File: src/rtl/keypad_scan_capture.sv
// Keypad matrix scanner. It drives one column at a time and samples the rows
// after a settle period. A single active row starts a press debounce. A press
// that stays stable long enough is reported once and recorded in a small
// newest-first history. Samples with no row or several rows are skipped.
module keypad_scan_capture #(
  parameter int unsigned ROWS            = 4,
  parameter int unsigned COLS            = 4,
  parameter int unsigned SETTLE_CYCLES   = 4,
  parameter int unsigned DEBOUNCE_CYCLES = 20,
  parameter int unsigned DEPTH           = 2,
  localparam int unsigned KW             = $clog2(ROWS * COLS)
) (
  input  logic                  i_clk,
  input  logic                  i_reset,
  input  logic [ROWS-1:0]       i_row,
  input  logic                  i_clear,
  output logic [COLS-1:0]       o_col,
  output logic                  o_key_valid,
  output logic [KW-1:0]         o_key_code,
  output logic [DEPTH*KW-1:0]   o_history,
  output logic [DEPTH-1:0]      o_history_valid,
  output logic                  o_held,
  output logic [1:0]            o_state
);

  localparam int unsigned CW = (COLS > 1) ? $clog2(COLS) : 1;
  localparam int unsigned RW = (ROWS > 1) ? $clog2(ROWS) : 1;
  localparam int unsigned SW = $clog2(SETTLE_CYCLES + 1);
  localparam int unsigned DW = $clog2(DEBOUNCE_CYCLES + 1);
  localparam int unsigned HW = DEPTH * KW;

  typedef enum logic [1:0] {
    StScan      = 2'd0,
    StPressDb   = 2'd1,
    StHeld      = 2'd2,
    StReleaseDb = 2'd3
  } state_e;

  state_e          r_state;
  logic [CW-1:0]   r_col_idx;
  logic [SW-1:0]   r_settle;
  logic [DW-1:0]   r_db_cnt;
  logic [RW-1:0]   r_row_idx;
  logic            r_key_valid;
  logic [KW-1:0]   r_key_code;
  logic [HW-1:0]   r_history;
  logic [DEPTH-1:0] r_history_valid;

  logic            w_row_onehot;
  logic [RW-1:0]   w_row_sel;
  logic [CW-1:0]   w_col_next;
  logic            w_row_match;
  logic            w_row_bit;
  logic            w_settle_done;
  logic            w_db_done;
  logic [DW-1:0]   w_db_inc;
  logic [KW-1:0]   w_new_code;
  logic            w_accept;

  // Row decode: exactly-one-hot test and index of the active row.
  always_comb begin
    w_row_onehot = (i_row != '0) && ((i_row & (i_row - ROWS'(1))) == '0);
    w_row_sel    = '0;
    for (int r = 0; r < ROWS; r++) begin
      if (i_row[r]) begin
        w_row_sel = RW'(r);
      end
    end
  end

  // Next-column, counter and key-code helpers shared by the FSM.
  always_comb begin
    w_col_next    = (r_col_idx == CW'(COLS - 1)) ? '0 : r_col_idx + CW'(1);
    w_row_match   = (i_row == (ROWS'(1) << r_row_idx));
    w_row_bit     = i_row[r_row_idx];
    w_settle_done = (r_settle == SW'(SETTLE_CYCLES - 1));
    w_db_done     = (r_db_cnt >= DW'(DEBOUNCE_CYCLES - 1));
    // Saturate so a long wait can never wrap back below the threshold.
    w_db_inc      = (r_db_cnt == DW'(DEBOUNCE_CYCLES)) ? r_db_cnt : r_db_cnt + DW'(1);
    w_new_code    = KW'(32'(r_row_idx) * COLS + 32'(r_col_idx));
    w_accept      = (r_state == StPressDb) && w_row_match && w_db_done;
  end

  // Scan / debounce FSM with registered key_valid and key_code.
  always_ff @(posedge i_clk or posedge i_reset) begin
    if (i_reset) begin
      r_state     <= StScan;
      r_col_idx   <= '0;
      r_settle    <= '0;
      r_db_cnt    <= '0;
      r_row_idx   <= '0;
      r_key_valid <= 1'b0;
      r_key_code  <= '0;
    end else begin
      r_key_valid <= 1'b0;
      unique case (r_state)
        StScan: begin
          if (w_settle_done) begin
            r_settle <= '0;
            if (w_row_onehot) begin
              r_state   <= StPressDb;
              r_row_idx <= w_row_sel;
              r_db_cnt  <= '0;
            end else begin
              r_col_idx <= w_col_next;
            end
          end else begin
            r_settle <= r_settle + SW'(1);
          end
        end
        StPressDb: begin
          if (!w_row_match) begin
            r_state   <= StScan;
            r_col_idx <= w_col_next;
            r_settle  <= '0;
          end else if (w_db_done) begin
            r_state     <= StHeld;
            r_key_valid <= 1'b1;
            r_key_code  <= w_new_code;
          end else begin
            r_db_cnt <= w_db_inc;
          end
        end
        StHeld: begin
          // Only the captured row matters while the key is down.
          if (!w_row_bit) begin
            r_state  <= StReleaseDb;
            r_db_cnt <= '0;
          end
        end
        StReleaseDb: begin
          if (w_row_bit) begin
            r_state <= StHeld;
          end else if (w_db_done) begin
            r_state   <= StScan;
            r_col_idx <= w_col_next;
            r_settle  <= '0;
          end else begin
            r_db_cnt <= w_db_inc;
          end
        end
      endcase
    end
  end

  // Newest-first key history; an acceptance overrides a coincident clear.
  always_ff @(posedge i_clk or posedge i_reset) begin
    if (i_reset) begin
      r_history       <= '0;
      r_history_valid <= '0;
    end else if (w_accept) begin
      r_history       <= (r_history << KW) | HW'(w_new_code);
      r_history_valid <= i_clear ? DEPTH'(1) : ((r_history_valid << 1) | DEPTH'(1));
    end else if (i_clear) begin
      r_history_valid <= '0;
    end
  end

  assign o_col           = COLS'(1) << r_col_idx;
  assign o_key_valid     = r_key_valid;
  assign o_key_code      = r_key_code;
  assign o_history       = r_history;
  assign o_history_valid = r_history_valid;
  assign o_held          = (r_state == StHeld) || (r_state == StReleaseDb);
  assign o_state         = r_state;

endmodule

File: config.mk
export PLATFORM = sky130hd
export DESIGN_NAME = keypad_scan_capture
export DESIGN_NICKNAME = d
export VERILOG_FILES = /design/src/rtl/keypad_scan_capture.sv
export SDC_FILE = /design/constraint.sdc
export NUM_CORES = 1
export LEC_CHECK = 0
export ABC_CLOCK_PERIOD_IN_PS = 6300
export BUFFER_PORTS_ARGS = -buffer_cell sky130_fd_sc_hd__buf_2
export CAP_MARGIN = 20
export CORE_UTILIZATION = 50
export CTS_CLUSTER_SIZE = 28
export DETAILED_ROUTE_END_ITERATION = 16
export GPL_ROUTABILITY_DRIVEN = 0
export PLACE_DENSITY = 0.76
export SLEW_MARGIN = 10
export SYNTH_ARGS = -nofsm -noshare
export SYNTH_HDL_FRONTEND = slang
export SYNTH_SLANG_ARGS = --single-unit
File: constraint.sdc
create_clock -name i_clk -period 6.3 [get_ports i_clk]
set_input_delay 0.315 -clock i_clk [delete_from_list [all_inputs] [get_ports i_clk]]
set_output_delay 0.315 -clock i_clk [all_outputs]
set_load 0.01 [all_outputs]
==> results by group, run 1 <==
Logic synthesis
  – Post-synth ARST share: 100.0%
  – XOR/XNOR share of the synthesized area: 2.220%
  – Proportion of synthesized area in mux cells: 9.913%
  – Synth warn: 0
  – Simple-gate share of the synthesized area: about 15%
  – Mapped Area: 0.001578 mm^2
  – Top_reg_cell synth: dfrtp_1
  – Post-synth top area share: 46.00%
  – Adder-cell area share of the yosys netlist: 5.551%
  – Sequential share of the synthesized area: 46.00%
  – Largest family of logic cells by synthesized area: compound AO/OA/AOI/OAI gates
  – Yosys top cell by area: dfrtp_1
  – Synth Area in Compound Gates: 15.23%
  – Synth area leaders: dfrtp_1, mux2_4, ha_1, nand2_1, o21ai_1
  – Synth Register Bits: 29
  – Mapped Cells: around 150
  – Avg Inst Size Synth: 10.45 um^2
  – Number of synthesized flops with an enable pin: 0
  – Post-Syn Nets: 165
  – Distinct cells, synth: between 40 and 50

Layout
  – Multi-input logic area: 755.7 um^2
  – Share of layout cells above drive strength 1: 28.02%
  – Register area: 725.7 um^2
  – Fillers: about 260
  – Nets@finish: 195
  – Post-Layout Cell Count: 226
  – Post-route design area: between 0.0015 and 0.002 mm^2
  – Area Overhead vs Synth: 14.75%
  – # diodes: 0

Worst setup path
  – Worst R2R Path Depth: 5
  – Crit-path cells: ha_1 > o41ai_1 > o21ai_1 > a31o_2 > a221o_1
  – Critical Path AT: 2.57 ns
  – Max incr delay on CP: 0.66 ns
  – Endpoint class of the critical path: flop
  – CP Launch Type: flop
  – Worst EP required: 6.51 ns
  – Max FO, Critical Path: 5
  – Critical path type: reg2reg
  – Highest-delay cell along the critical path: o41ai_1

Timing
  – FMAX: around 0.42 GHz
  – Max Clock Skew: 0.007720 ns
  – RSZ-0062 raised after global routing: false
  – Post-route clock period utilization: 37.41%
  – Tmin final: 2.357 ns
  – Fin. Hold Viols: 0
  – Final Setup Violations: 0
  – Slew headroom: between 50% and 60%
  – Pins Over Slew Limit: 0
  – Setup TNS: 0 ns
  – Worst-Margin Slew: 0.7365 ns

Drt
  – Antenna-violating nets left: 0
  – Initial DRC count: just over 40
  – Top layer in use: met4
  – Detailed Routing Iterations Pass 1: 4
  – Metal2 WL: 1.404 mm
  – DRC: 0
  – Wire per inst: 13.36 um
  – DRT Wirelength: 3.020 mm
  – DR WL met3: 122 um
  – Vias per cell: just over 5
  – M1 WL: 1.429 mm
  – Vias: 1171

Floorplan
  – Die Wd: 58.18 um
  – CORE AREA: slightly above 0.003 mm^2
  – I/O pin count: 29
  – Num rows: 20
  – Die area: 0.003384 mm^2
  – Initial Utilization: a little over half
  – Chip height: just under 60 um

Placement
  – Detailed Place HPWL: ~2.1 mm
  – Placed cells: 216
  – Area post-placement: 0.001722 mm^2
  – I/O Buffers: 28

Run
  – Max-cap viol count: 0

Clock network
  – Post-CTS resize count: 0
  – TritonCTS buffer count: 5
  – CTS max path bufs: 2
  – Clock latency on the worst-skew pair: 0.33 ns
  – Post CTS Setup Buffer Count: 0
  – CTS tree: built
  – CTS Root Cell: clkbuf_4
  – CTS H-tree depth: 2
  – Clock slew at reported path FFs: 0.10 ns
  – Num Clock Sinks: 29
  – # hold bufs at CTS: 0

GRT
  – Largest net degree at the start of global routing: 30
  – Initial antenna violation count: 0
  – First-pass GRT wire length: 4.933 mm
  – Overall routing resource usage: 19.83%
  – Congestion Overflow GR: 0
  – Vias in the first global route: 1124

Pwr
  – Peak VDD IR: between 0.15 and 0.2 mV
  – P per Cell Area: roughly 320 mW/mm^2
  – Pleak: 0.9202 nW

Min path
  – Hold path cells: 2
  – Hold WC Path Type: in2reg

Status
  – Outcome: finished clean
[synth_stat cells, types with 2 or more instances]
master	number
dfrtp_1	29
nand2_1	19
inv_1	11
o21ai_1	11
ha_1	7
mux2_4	6
nor2_1	6
a21oi_1	4
nor3_1	4
o21ai_0	4
xnor2_1	4
buf_6	3
mux2_1	3
nand2b_1	3
a211oi_1	2
buf_2	2
clkbuf_1	2
nor2b_1	2
o21a_1	2
[worst max-delay path, delay by kind of cell, from the launching register on]
family | cells | cell delay [ns]
compound gates | 4 | 1.55
fa+ha+maj | 1 | 0.25
flops | 1 | 0.43
[layer usage]
metal	track usage [%]	up-vias
met5	0	-
met4	9.864	0
met3	6.473	8
met2	29.56	34
met1	25.98	546
li1	-	583
[logic make-up after synthesis]
group,after synthesis
xor+xnor,4
simple gates,45
flops,29
fa+ha+maj,7
compound gates,36
buf+inv,19
mux,11
[state kept, by name, indices dropped and copies added, names as in the netlist]
signal	cells
o_history	8
r_db_cnt	5
o_key_code	4
r_settle	3
o_history_valid	2
o_state	2
r_col_idx	2
r_row_idx	2
o_key_valid	1
[worst paths after layout]
check                      slack (ns)                  to          start
setup / recovery                 3.94         r_db_cnt[1]    r_db_cnt[0]
hold / removal                   0.14  o_history_valid[1]        i_clear
setup reg to reg                 3.94         r_db_cnt[1]    r_db_cnt[0]
hold reg to reg                  0.49       o_key_code[1]  o_key_code[1]
max in group asynchronous        5.32        o_history[6]        i_reset
min in group asynchronous        0.53       o_key_code[1]        i_reset
[cell type report]
cell class / count / share of cell area, %
multi-input combinational: 103 / 41.74
clock inverter: 2 / 0.5529
clock buffer: 6 / 2.281
timing repair buffer: 30 / 9.813
inverter: 12 / 2.488
sequential: 29 / 40.08
tap: 44 / 3.041
[power by group]
| part | internal, mW | switching, mW | total [mW] |
|---|---|---|---|
| Combinational | 0.100 | 0.101 | 0.201 |
| Sequential | 0.221 | 0.0543 | 0.276 |
| Clock | 0.0424 | 0.0652 | 0.108 |
[placed cells by master (no fill, tap or decap), types with 2 or more instances in the layout]
cell	instances
ha_1	7
nor2_1	6
clkinv_2	2
clkbuf_4	5
nand2_1	19
o21ai_0	4
dfrtp_1	29
a21oi_1	4
xnor2_1	4
nand2b_1	3
nor3_1	4
mux2_4	6
nor2b_1	2
mux2_1	3
inv_1	11
a211oi_1	2
o21ai_1	11
buf_2	28
o21a_1	2
[per-stage QoR]
| stage | setup slack, ns | hold slack [ns] | power (mW) | util, % |
|---|---|---|---|---|
| finish | 3.943 | 0.1411 | 0.5844 | 59.79 |
| global route | 3.872 | 0.1485 | 0.6289 | 59.79 |
| CTS | 4.007 | 0.1305 | 0.5807 | 58.55 |
| detailed placement | 4.028 | 0.4710 | 0.4730 | 56.86 |
| global placement | 4.068 | 0.4643 | 0.4602 | 56.86 |
| floorplan | 4.194 | 0.3814 | 0.4278 | - |
Note: power is estimated with default switching activity, not from simulation.
==> run 2: changes to the inputs <==
- ABC_CLOCK_PERIOD_IN_PS: 6300 -> 2300
- clock period: 6.3 -> 2.3 ns (I/O delays scaled with it)
==> results by group, run 2 (synthesized netlist as in run 1, its figures left out) <==
Worst setup path
  – CP Launch Type: flop
  – Max incr delay on CP: 0.57 ns
  – Endpoint class of the critical path: flop
  – Critical path type: reg2reg
  – Critical Path AT: 2.41 ns
  – Max FO, Critical Path: 22
  – Highest-delay cell along the critical path: or4_4
  – Worst EP required: 2.50 ns
  – Crit-path cells: or4_4 > a21oi_2 > o21ai_4 > or2_4 > mux2_1
  – CP top delay family: simple AND/OR/NAND/NOR gates
  – Buf/Inv on CP: 0

Drt
  – Wire per inst: around 13 um
  – Detailed Routing Iterations Pass 1: 4
  – Vias per cell: about 5.3
  – Antenna-violating nets left: 0
  – DRT Wirelength: 3.046 mm
  – DRC: 0
  – Initial DRC count: a little over 40
  – Vias: 1237

Pwr
  – Pleak: around 0.95 nW
  – P per Cell Area: 880.4 mW/mm^2
  – Peak VDD IR: 0.4613 mV

GRT
  – Overall routing resource usage: 20.36%
  – Initial antenna violation count: 0
  – First-pass GRT wire length: 5.230 mm
  – Vias in the first global route: 1213
  – Largest net degree at the start of global routing: 30
  – Congestion Overflow GR: 0

Clock network
  – Clock slew at reported path FFs: 0.10 ns
  – TritonCTS buffer count: 5
  – CTS Root Cell: clkbuf_4
  – CTS max path bufs: 2
  – CTS tree: built
  – Num Clock Sinks: 29
  – CTS H-tree depth: 2
  – Clock latency on the worst-skew pair: 0.32 ns

Layout
  – Share of layout cells above drive strength 1: 31.22%
  – Area Overhead vs Synth: 17.45%
  – Register area: 726.9 um^2
  – Post-Layout Cell Count: 233
  – Nets@finish: ~200
  – # diodes: 0
  – Fillers: ~250
  – Multi-input logic area: 762.0 um^2
  – Most frequent cells in the layout: buf_2, dfrtp_1, nand2_1, inv_1, o21ai_1
  – Max reg flops: 8

Timing
  – Max Clock Skew: 0.01013 ns
  – FMAX: ~0.45 GHz
  – Post-route clock period utilization: 96.09%
  – Final Setup Violations: 0
  – Tmin final: 2.210 ns
  – Worst-Margin Slew: 0.3672 ns
  – Slew headroom: 75.52%
  – Fin. Hold Viols: 0
  – Pins Over Slew Limit: 0
  – Setup TNS: 0 ns
  – RSZ-0062 raised after global routing: false

Floorplan
  – Initial Utilization: between 50% and 60%
  – Chip height: 58.18 um
  – I/O pin count: 29
  – Die area: 0.003384 mm^2
  – CORE AREA: 0.003028 mm^2
  – Die Wd: 58.18 um
  – Num rows: 20

Placement
  – Detailed Place HPWL: 2.243 mm
  – Placed cells: between 200 and 250
  – I/O Buffers: 28

Run
  – Max-cap viol count: 0

Status
  – Outcome: finished clean

Min path
  – Hold WC Path Type: in2reg
## run 2: cell count changes in the layout (fill, tap and decap cells not counted)
cell / before / now
dfrtp_2: 0 / 1
nor4b_2: 0 / 1
dlygate4sd3_1: 1 / 2
dfrtp_1: 29 / 28
nor4b_1: 1 / 0
buf_4: 0 / 7
buf_16: 1 / 0
## run 2: where the power goes
| group | total (mW) | switching [mW] | leakage [nW] | internal, mW |
|---|---|---|---|---|
| clock | 0.289 | 0.173 | 0.0320 | 0.116 |
| combinational | 0.605 | 0.303 | 0.527 | 0.302 |
| sequential | 0.736 | 0.128 | 0.387 | 0.609 |
| total | 1.63 | 0.604 | 0.947 | 1.03 |
## run 2: what timing repair did
item                       4_1_cts  5_1_grt
setup endpoints to repair        0       10
resized for setup                0        2
hold buffers                     2        0
hold endpoints to repair        31        0
setup buffers                    0        0
## run 2: metrics by stage
stage / hold slack, ns / utilization (%) / worst slack, ns / total power [mW] / area (um^2)
3_5_place_dp: 0.2043 / 58.60 / 0.09781 / 1.341 / 1774
2_1_floorplan: 0.1814 / - / 0.1940 / 1.172 / 1578
6_report: 0.1806 / 61.20 / 0.09003 / 1.631 / 1853
4_1_cts: 0.1647 / 60.95 / 0.06803 / 1.641 / 1846
5_1_grt: 0.1993 / 61.20 / 0.004247 / 1.747 / 1853
3_3_place_gp: 0.1904 / 58.60 / 0.1694 / 1.292 / 1774
## run 2: cell type report
cell class | count | area share, %
multi-input combinational | 103 | 41.12
sequential | 29 | 39.23
inverter | 12 | 2.431
tap | 44 | 2.971
clock inverter | 2 | 0.5402
timing repair buffer | 37 | 11.48
clock buffer | 6 | 2.228
## run 2: final timing paths
path / from / end / slack, ns / depth (start not counted)
worst max register to register: r_row_idx[0] / o_history[5] / 0.09 / 5
worst max-delay path: r_row_idx[0] / o_history[5] / 0.09 / 5
min in group asynchronous: i_reset / o_key_code[3] / 0.40 / 4
max in group asynchronous: i_reset / r_row_idx[1] / 1.62 / 4
worst min-delay path: i_row[3] / r_row_idx[0] / 0.18 / 3
worst min register to register: r_settle[2] / r_settle[2] / 0.49 / 1
## run 2: tightest hold or removal path: stages
cell     delay (ns)
buf_2          0.15
a21oi_1        0.12
o21ai_0        0.08
## run 2: metal layers
metal,part of all wire (%),track usage (%),wire length [um]
met1,45,24.53,1360
met2,49,34.15,1495
met3,3.6,5.357,111
met4,2.6,9.184,78
met5,0,0,0
